### config.mk
export PLATFORM = sky130hd
export DESIGN_NAME = quick_spi_arbiter
export DESIGN_NICKNAME = d
export VERILOG_FILES = /design/src/rtl/quick_spi_pkg.sv /design/src/rtl/quick_spi_rr_picker.sv /design/src/rtl/quick_spi_arbiter.sv
export SDC_FILE = /design/constraint.sdc
export NUM_CORES = 1
export LEC_CHECK = 0
export CORE_MARGIN = 2
export CORE_UTILIZATION = 38
export CTS_BUF_LIST = sky130_fd_sc_hd__clkbuf_8
export DETAILED_ROUTE_END_ITERATION = 10
export GPL_TIMING_DRIVEN = 0
export PLACE_DENSITY = 0.78
export SETUP_SLACK_MARGIN = 0.3
export SLEW_MARGIN = 15
export SYNTH_ARGS = -nofsm -noshare
export SYNTH_HDL_FRONTEND = slang
export SYNTH_HIERARCHICAL = 1
export SYNTH_SLANG_ARGS = --single-unit
### constraint.sdc
create_clock -name clk -period 3.6 [get_ports clk]
set_clock_uncertainty 0.05 [all_clocks]
set_input_delay 0.72 -clock clk [delete_from_list [all_inputs] [get_ports clk]]
set_output_delay 0.72 -clock clk [all_outputs]
set_load 0.005 [all_outputs]
### src/rtl/quick_spi_pkg.sv
// Shared definitions for the quick_spi arbiter slice: FSM encoding and default widths.
// Latency: n/a (types and constants only).
// Backpressure: n/a.
package quick_spi_pkg;

    typedef enum logic [1:0] {
        ST_IDLE    = 2'd0,
        ST_BUSY    = 2'd1,
        ST_RELEASE = 2'd2
    } arb_state_t;

    localparam int DEF_NUM_REQ        = 4;
    localparam int DEF_SLAVE_W        = 2;
    localparam int DEF_OUT_W          = 16;
    localparam int DEF_IN_W           = 8;
    localparam int DEF_TIMEOUT_CYCLES = 4096;

    // Watchdog only has to reach TIMEOUT_CYCLES-1; keep at least one bit when disabled.
    function automatic int wd_width(input int timeout_cycles);
        return (timeout_cycles > 2) ? $clog2(timeout_cycles) : 1;
    endfunction

endpackage

### src/rtl/quick_spi_rr_picker.sv
// Round-robin find-first-set over req, searching upward from ptr and wrapping.
// Latency: combinational.
// Backpressure: none; winner is only meaningful while vld is high.
module quick_spi_rr_picker #(
    parameter int NUM_REQ = 4,
    parameter int PTR_W   = $clog2(NUM_REQ)
) (
    input  logic [NUM_REQ-1:0] req,
    input  logic [PTR_W-1:0]   ptr,
    output logic [NUM_REQ-1:0] winner,
    output logic               vld
);

    int               pos;
    logic [PTR_W-1:0] idx;

    always_comb begin
        winner = '0;
        vld    = 1'b0;
        pos    = 0;
        idx    = '0;
        for (int k = 0; k < NUM_REQ; k++) begin
            pos = int'(ptr) + k;
            if (pos >= NUM_REQ) begin
                pos = pos - NUM_REQ;
            end
            idx = PTR_W'(pos);
            if (!vld && req[idx]) begin
                winner[idx] = 1'b1;
                vld         = 1'b1;
            end
        end
    end

endmodule

### src/rtl/quick_spi_arbiter.sv
// Round-robin arbiter sharing one quick_spi master among NUM_REQ clients, with abort watchdog.
// Latency: grant one cycle after arbitration; done one cycle after end_of_transaction (or expiry).
// Backpressure: no grant while spi_end is high; granted fields are frozen until done.
module quick_spi_arbiter
    import quick_spi_pkg::*;
#(
    parameter int NUM_REQ        = DEF_NUM_REQ,
    parameter int SLAVE_W        = DEF_SLAVE_W,
    parameter int OUT_W          = DEF_OUT_W,
    parameter int IN_W           = DEF_IN_W,
    parameter int TIMEOUT_CYCLES = DEF_TIMEOUT_CYCLES
) (
    input  logic                       clk,
    input  logic                       reset_n,
    input  logic [NUM_REQ-1:0]         req,
    input  logic [NUM_REQ*SLAVE_W-1:0] req_slave,
    input  logic [NUM_REQ-1:0]         req_operation,
    input  logic [NUM_REQ*OUT_W-1:0]   req_wdata,
    output logic [NUM_REQ-1:0]         grant,
    output logic [NUM_REQ-1:0]         done,
    output logic                       timeout,
    output logic [IN_W-1:0]            rdata,
    output logic                       spi_enable,
    output logic                       spi_start,
    output logic [SLAVE_W-1:0]         spi_slave,
    output logic                       spi_operation,
    output logic [OUT_W-1:0]           spi_wdata,
    input  logic                       spi_end,
    input  logic [IN_W-1:0]            spi_rdata
);

    localparam int               PTR_W   = $clog2(NUM_REQ);
    localparam int               WD_W    = wd_width(TIMEOUT_CYCLES);
    localparam logic [WD_W-1:0]  WD_LAST = WD_W'(TIMEOUT_CYCLES - 1);

    arb_state_t           state, state_nxt;
    logic [NUM_REQ-1:0]   owner;
    logic [PTR_W-1:0]     ptr, ptr_nxt;
    logic [WD_W-1:0]      wd;

    logic [NUM_REQ-1:0]   pick_oh;
    logic                 pick_vld;
    logic [PTR_W-1:0]     pick_idx;
    logic [SLAVE_W-1:0]   sel_slave;
    logic                 sel_op;
    logic [OUT_W-1:0]     sel_wdata;

    logic                 expire;
    logic                 take;
    logic                 finish_ok;
    logic                 finish_to;

    quick_spi_rr_picker #(
        .NUM_REQ (NUM_REQ),
        .PTR_W   (PTR_W)
    ) u_picker (
        .req    (req),
        .ptr    (ptr),
        .winner (pick_oh),
        .vld    (pick_vld)
    );

    always_comb begin
        pick_idx  = '0;
        sel_slave = '0;
        sel_op    = 1'b0;
        sel_wdata = '0;
        for (int i = 0; i < NUM_REQ; i++) begin
            if (pick_oh[i]) begin
                pick_idx  = PTR_W'(i);
                sel_slave = req_slave[i*SLAVE_W +: SLAVE_W];
                sel_op    = req_operation[i];
                sel_wdata = req_wdata[i*OUT_W +: OUT_W];
            end
        end
        ptr_nxt = (pick_idx == PTR_W'(NUM_REQ - 1)) ? '0 : pick_idx + PTR_W'(1);
    end

    assign expire = (TIMEOUT_CYCLES != 0) && (wd == WD_LAST);

    always_ff @(posedge clk) begin
        if (!reset_n) begin
            state <= ST_IDLE;
        end else begin
            state <= state_nxt;
        end
    end

    always_comb begin
        state_nxt = state;
        case (state)
            ST_IDLE:    if (pick_vld && !spi_end) state_nxt = ST_BUSY;
            ST_BUSY:    if (spi_end || expire)    state_nxt = ST_RELEASE;
            ST_RELEASE: if (!spi_end)             state_nxt = ST_IDLE;
            default:                              state_nxt = ST_IDLE;
        endcase
    end

    // spi_end on the expiry edge wins: a late but real completion is not an abort.
    always_comb begin
        spi_start = (state == ST_BUSY);
        grant     = spi_start ? owner : '0;
        take      = (state == ST_IDLE) && pick_vld && !spi_end;
        finish_ok = (state == ST_BUSY) && spi_end;
        finish_to = (state == ST_BUSY) && !spi_end && expire;
    end

    always_ff @(posedge clk) begin
        if (!reset_n) begin
            owner         <= '0;
            ptr           <= '0;
            wd            <= '0;
            done          <= '0;
            timeout       <= 1'b0;
            rdata         <= '0;
            spi_enable    <= 1'b0;
            spi_slave     <= '0;
            spi_operation <= 1'b0;
            spi_wdata     <= '0;
        end else begin
            spi_enable <= 1'b1;
            done       <= '0;
            timeout    <= 1'b0;
            if (take) begin
                owner         <= pick_oh;
                ptr           <= ptr_nxt;
                spi_slave     <= sel_slave;
                spi_operation <= sel_op;
                spi_wdata     <= sel_wdata;
                wd            <= '0;
            end else if (state == ST_BUSY) begin
                wd <= wd + WD_W'(1);
            end
            if (finish_ok || finish_to) begin
                done <= owner;
            end
            if (finish_to) begin
                timeout <= 1'b1;
            end
            if (finish_ok) begin
                rdata <= spi_rdata;
            end
        end
    end

endmodule
==> flow_metrics.py, run 1 <==
metrics = {
    "final_layout": {
        "fin_nets": 570,
        "diodes": 0,
        "fin_util_pct": 60.7,
        "stdcell_area_um2": 4400,
        "syn2layout_area_growth_pct": 54.4,
        "nFillCells": 656,
        "drive_above_1_share_pct": 8.88,
    },
    "global_routing": {
        "groute.usage.overall_pct": 21.4,
        "grt_pass1_wl_um": 14500,
        "grt-ovfl-total": 0,
        "antenna_found_initial": 0,
        "first_global_vias": 2880,
        "grt_max_degree": 17,
    },
    "timing": {
        "max_freq_mhz": 314,
        "layout_min_cycle_time_ns": 3.19,
        "fin_crit_sh_pct": 88.5,
        "finalSetupViolCount": 0,
        "hold_violations": 0,
        "worstMarginPinSlew_ns": 0.487,
        "maxSlewHeadroom_pct": 67.5,
        "slew_violations": 0,
        "rsz0062_at_grt": "no",
    },
    "cts": {
        "postCtsSetupBuffers": 0,
        "max-clock-path-buffers": 2,
        "cts_tree": "built",
        "cts.sinks": 53,
        "clock_latency_ns": 0.30,
        "root_buffer": "clkbuf_8",
        "cts.clk_slew.worst_paths_ns": 0.09,
        "h-tree-depth": 2,
        "cts-buffers-inserted": 5,
    },
    "placement": {
        "hpwl_um": 6980,
        "placed_cell_area_um2": 4240,
        "place.gp.congestion": 0.977,
        "portBuffers": 127,
    },
    "setup_path": {
        "cpPeakStageDelay_ns": 0.59,
        "cp_data_required_time_ns": 3.79,
        "start_kind": "input port",
        "end_kind": "flop",
        "worstPathCellList": "clkdlybuf4s50_1 -> mux4_2 -> a31o_1 -> a221oi_4 -> o2bb2ai_2 -> nor2_1 -> and2_1 -> clkbuf_4 -> buf_4 -> a21oi_1 -> o21ai_1",
        "rrSetupSlack_ns": 0.49,
        "worstPathArrival_ns": 3.37,
        "crit_slowest_cell": "mux4_2",
        "cp_max_fo": 10,
        "critPathKind": "input port to flop",
    },
    "synthesis": {
        "postSynthCellCount": 338,
        "synth.net_count": 436,
        "ys_seq_area_share_pct": 37.2,
        "postSynth.asyncResetShare_pct": 0,
        "synth.distinct_cells": 49,
        "synth_top_area_share_pct": 37.2,
        "netlist_area_um2": 2850,
        "ys_seq_elements": 53,
        "synth_area_leaders": "dfxtp_1 (37%), a221o_1 (6.7%), nand2_1 (5.4%)",
        "yosysTopAreaCell": "dfxtp_1",
        "synth_warnings": 6,
        "syn_avg_cell_area_um2": 8.43,
        "synth_edf_count": 0,
        "synthFlopType": "dfxtp_1",
    },
    "floorplanning": {
        "ios": 129,
        "coreArea_um2": 7250,
        "start_util_pct": 39.3,
        "die_y_um": 90.6,
        "rows": 31,
        "die_x_um": 90.6,
        "fp.dieArea_um2": 8210,
    },
    "pwr": {
        "finalPower_uw": 1860,
        "irDropWorstVdd_uv": 258,
        "leakage_uw": 0.00155,
        "power.density_nw_per_um2": 423,
    },
    "detailed_routing": {
        "ant_nets": 0,
        "routed_wl_um": 8970,
        "via_per_inst": 5.40,
        "firstDrtPassIters": 5,
        "vias": 3090,
        "wire_per_inst_um": 15.7,
        "drt_iter0_drc": 172,
        "drc": 0,
    },
    "status": {
        "status": "completed",
    },
    "job": {
        "drv_cap": 0,
    },
    "hold_path": {
        "holdCritPathClass": "flop to flop",
    },
}
[cells in the final DEF (no fill, tap or decap), drive strengths merged, types with 3 or more instances in the layout]
master,instances
mux2,3
and2,12
xor2,8
a21boi,9
nor3,4
clkdlybuf4s50,126
ha,7
o21ai,40
inv,4
a221o,19
clkbuf,18
nor2b,4
nand2b,5
a22o,3
or3,3
buf,11
o2bb2ai,4
o22ai,6
a21oi,24
dfxtp,53
nor2,18
nand4,5
mux2i,7
nand2,41
nand3,12
[logic make-up (layout without fill, tap and decap cells)]
kind of cell | Yosys count | in the layout | synth area share [%]
adder cells (fa/ha/maj) | 7 | 7 | 3.07
AO/OA/AOI/OAI | 114 | 114 | 27.1
buffers and inverters | 28 | 163 | 4.70
multiplexers | 11 | 11 | 4.44
AND/OR/NAND/NOR | 116 | 116 | 20.7
flip-flops | 53 | 53 | 37.2
XOR/XNOR | 9 | 9 | 2.77
[metal layers]
metal  routed length, um  part of all wire [%]  global-route usage (%)
met5                   0                     0                       0
met2                4500                    50                    37.1
met3                 535                   6.0                    4.26
met1                3770                    42                    27.2
met4                 159                   1.8                    5.64
[final timing paths]
path / startpoint / end / cells after the start
max: req[1] / spi_wdata[13] / 11
min: spi_wdata[2] / spi_wdata[2] / 2
max reg2reg: ptr[0] / spi_wdata[13] / 13
min reg2reg: spi_wdata[2] / spi_wdata[2] / 2
[final cells by class]
type / instances / area, um^2 / share of cell area (%)
multi-input combinational: 257 / 1710 / 38.8
timing repair buffer: 127 / 1270 / 28.9
sequential: 53 / 1070 / 24.2
buffer: 24 / 133 / 3.01
tap: 99 / 124 / 2.82
clock buffer: 5 / 68.8 / 1.56
clock inverter: 3 / 17.5 / 0.398
inverter: 4 / 15.0 / 0.341
[registers in the layout (all words and copies together) (netlist names), 2 cells and up]
name / flops
owner: 4
spi_slave: 2
spi_wdata: 16
done: 4
rdata: 8
wd: 12
state: 2
ptr: 2
[cells in the mapped netlist, types with 5 or more instances]
cell      number
clkbuf_1      15
o21ai_1       19
dfxtp_1       53
a21boi_0       9
o22ai_1        6
xor2_1         8
nand4_1        5
a221o_1       19
o21ai_0       21
nor2_1        18
nand3_1       12
nand2b_1       5
and2_1        11
buf_2          5
mux2i_1        7
a21oi_1       24
nand2_1       41
ha_1           7
[where the power goes]
part	switching, uW	total, uW	leakage, uW	internal, uW
combinational	426	855	0.00108	429
sequential	35.7	682	0.000433	646
clock	190	325	0.0000439	135
total	652	1860	0.00155	1210
[metrics by stage]
stage / TNS (ns) / worst slack [ns] / hold slack (ns) / cells
finish: 0 / 0.414 / 0.397 / 572
global route: 0 / 0.284 / 0.424 / 572
CTS: 0 / 0.316 / 0.402 / 572
detailed placement: -3.36 / -0.358 / 0.388 / 564
global placement: -3.27 / -0.355 / 0.385 / 564
floorplan: 0 / 0.603 / 0.393 / 338
[worst max-delay path: cells and delay by family]
kind | cells | cell delay, ns
buffers and inverters | 3 | 0.97
AOI/OAI and AO/OA | 5 | 0.82
muxes | 1 | 0.59
and+or+nand+nor | 2 | 0.27
[timing repair]
item / in CTS / in global routing
setup endpoints to repair: 21 / 22
hold buffers: 0 / 0
gates resized for setup: 7 / 21
(Power assumes the default switching activity.)
==> inputs of run 2 (changes only) <==
- REMOVE_ABC_BUFFERS: not set -> 1
==> run 2 against run 1 <==
Cell count is 3.3% lower. Count of clock-buffer cells in the layout stayed put. Sequential share of layout area is 0.43 points higher. Worst setup slack better by 0.027 ns. Sequential power is 1% higher. Critical endpoint is now spi_wdata[5]. Utilization is 0.91 points lower. Register-to-register slack hardly changed. Die area stayed put. Largest cell class unchanged.
==> flow_metrics.py, run 2 (same netlist as run 1, synthesis figures left out) <==
metrics = {
    "setup_path": {
        "start_kind": "input port",
        "worstPathCellList": "clkdlybuf4s50_1 -> mux4_2 -> a31o_1 -> a221oi_2 -> o2bb2ai_4 -> buf_8 -> a221o_1 -> a21oi_1 -> o21ai_1",
        "critPathKind": "input port to flop",
        "reg2reg_to": "spi_wdata[5]",
        "crit_slowest_cell": "mux4_2",
        "cp_data_required_time_ns": 3.75,
        "r2r_cells": 11,
        "end_kind": "flop",
        "rrSetupSlack_ns": 0.49,
        "cpPeakStageDelay_ns": 0.59,
        "crit_buf_inv": 2,
        "worstPathArrival_ns": 3.31,
        "cp_max_fo": 15,
        "r2r_start": "ptr[1]",
        "cp_top_family": "compound AO/OA/AOI/OAI gates",
    },
    "final_layout": {
        "multiInputGateArea_um2": 1710,
        "nFillCells": 665,
        "syn2layout_area_growth_pct": 52.1,
        "diodes": 0,
        "regArea_um2": 1070,
        "drive_above_1_share_pct": 7.05,
        "fin_nets": 551,
        "layout_commonest_cell": "clkdlybuf4s50_1",
        "largestRegisters": "spi_wdata: 16 flops, wd: 12 flops, rdata: 8 flops",
        "top_register": "spi_wdata",
        "largest_reg_flops": 16,
        "layout_common_cells": "clkdlybuf4s50_1 (125), dfxtp_1 (51), nand2_1 (41), a21oi_1 (24), o21ai_0 (21)",
    },
    "timing": {
        "setup_tns_ns": 0,
        "fin_ws_ns": 0.440,
        "max_freq_mhz": 316,
        "fin_crit_sh_pct": 87.8,
        "finalSetupViolCount": 0,
        "layout_min_cycle_time_ns": 3.16,
        "rsz0062_at_grt": "no",
        "worstMarginPinSlew_ns": 0.806,
        "maxSlewHeadroom_pct": 46.0,
        "hold_violations": 0,
        "slew_violations": 0,
        "whs_ns": 0.398,
    },
    "hold_path": {
        "min_path_cells": 2,
        "min_to": "spi_wdata[1]",
        "holdCritPathClass": "flop to flop",
        "hold_path.startpoint": "spi_wdata[1]",
    },
    "cts": {
        "max-clock-path-buffers": 2,
        "cts.clk_slew.worst_paths_ns": 0.09,
        "cts.sinks": 53,
        "clock_latency_ns": 0.30,
        "cts_tree": "built",
        "cts-buffers-inserted": 5,
        "h-tree-depth": 2,
        "root_buffer": "clkbuf_8",
    },
    "detailed_routing": {
        "ant_nets": 0,
        "routed_wl_um": 8950,
        "via_per_inst": 5.42,
        "firstDrtPassIters": 4,
        "drt_iter0_drc": 138,
        "wire_per_inst_um": 16.2,
        "vias": 2995,
        "drc": 0,
    },
    "placement": {
        "pre_cts_ws_ns": -0.270,
        "portBuffers": 128,
        "hpwl_um": 6740,
        "place.gp.congestion": 0.871,
    },
    "global_routing": {
        "grt_pass1_wl_um": 14100,
        "groute.usage.overall_pct": 21.0,
        "first_global_vias": 2753,
        "grt_use_met1_pct": 26.3,
        "antenna_found_initial": 0,
        "grt-ovfl-total": 0,
        "met2_usage_pct": 35.9,
        "top_usage_layer": "met2",
        "grt_max_degree": 24,
        "grt_use_met3_pct": 4.17,
    },
    "floorplanning": {
        "die_y_um": 90.6,
        "coreArea_um2": 7250,
        "die_x_um": 90.6,
        "ios": 129,
        "rows": 31,
        "fp.dieArea_um2": 8210,
        "start_util_pct": 39.3,
    },
    "pwr": {
        "irDropWorstVdd_uv": 247,
        "finalPower_uw": 1850,
        "power.density_nw_per_um2": 427,
        "leakage_uw": 0.00153,
    },
    "status": {
        "status": "completed",
    },
    "job": {
        "drv_cap": 0,
    },
}
run 2: changes by cell type in the layout (fill, tap and decap cells not counted), moves of 2 or more:
cell / before / now
nor2b_2: 0 / 2
nor2b_1: 4 / 2
buf_8: 0 / 2
buf_6: 3 / 1
dlymetal6s2s_1: 0 / 3
clkbuf_1: 9 / 0
buf_2: 7 / 0
clkbuf_2: 3 / 0
o2bb2ai_2: 3 / 1
run 2: area by class of cell:
type	instances	area share [%]
multi-input cells	257	39.4
repair buffers	132	30.9
flip-flops and latches	53	24.7
well taps	99	2.86
clock buffers	5	1.59
inverters	4	0.347
clock inverters	3	0.318
run 2: worst max-delay path by stage:
stage                     slack (ns)   start  cells past startpoint       endpoint
after global placement         -1.73  ptr[0]                     10   spi_wdata[5]
after floorplan                -0.29  ptr[0]                     10  spi_operation
after global routing            0.33  req[0]                     10   spi_wdata[5]
after CTS                       0.34  req[3]                     10   spi_wdata[8]
after detailed placement       -0.27  ptr[0]                     10   spi_wdata[5]
final                           0.44  req[0]                      9   spi_wdata[5]
run 2: report_power, final:
part           total [uW]  internal (uW)  leakage, uW  switching, uW
Clock                 316            132    0.0000491            184
Combinational         842            425      0.00105            418
Sequential            690            647     0.000433           43.5
Total                1850           1200      0.00153            645
run 2: per-layer routing:
layer	wire length (um)	part of all wire, %	vias up
li1	-	-	1469
met1	3840	43	1436
met2	4530	51	73
met3	399	4.5	17
met4	181	2.0	0
met5	0	0	-
run 2: metrics by stage:
| stage | utilization (%) | instances | cell area [um^2] |
|---|---|---|---|
| after detailed placement | 57.8 | 544 | 4190 |
| after floorplan | - | 314 | 2730 |
| after global placement | 57.0 | 541 | 4140 |
| final | 59.7 | 553 | 4330 |
| after CTS | 59.3 | 552 | 4300 |
| after global routing | 59.7 | 553 | 4330 |
run 2: repair_timing:
| action | 4_1_cts | 5_1_grt |
|---|---|---|
| hold buffers | 0 | 0 |
| endpoints found under the setup margin | 21 | 19 |
| resized for setup | 6 | 8 |
| pin swaps | 0 | 1 |
| buffers inserted | 0 | 1 |
| hold endpoints to repair | 0 | 0 |
run 2: worst register-to-register path, delay by kind of cell (launching register included):
family / cells / cell delay, ns
buffers and inverters: 2 / 0.29
flip-flops: 1 / 0.45
adder cells (fa/ha/maj): 1 / 0.45
multiplexers: 2 / 0.66
AND/OR/NAND/NOR: 1 / 0.10
AO/OA/AOI/OAI: 5 / 1.00
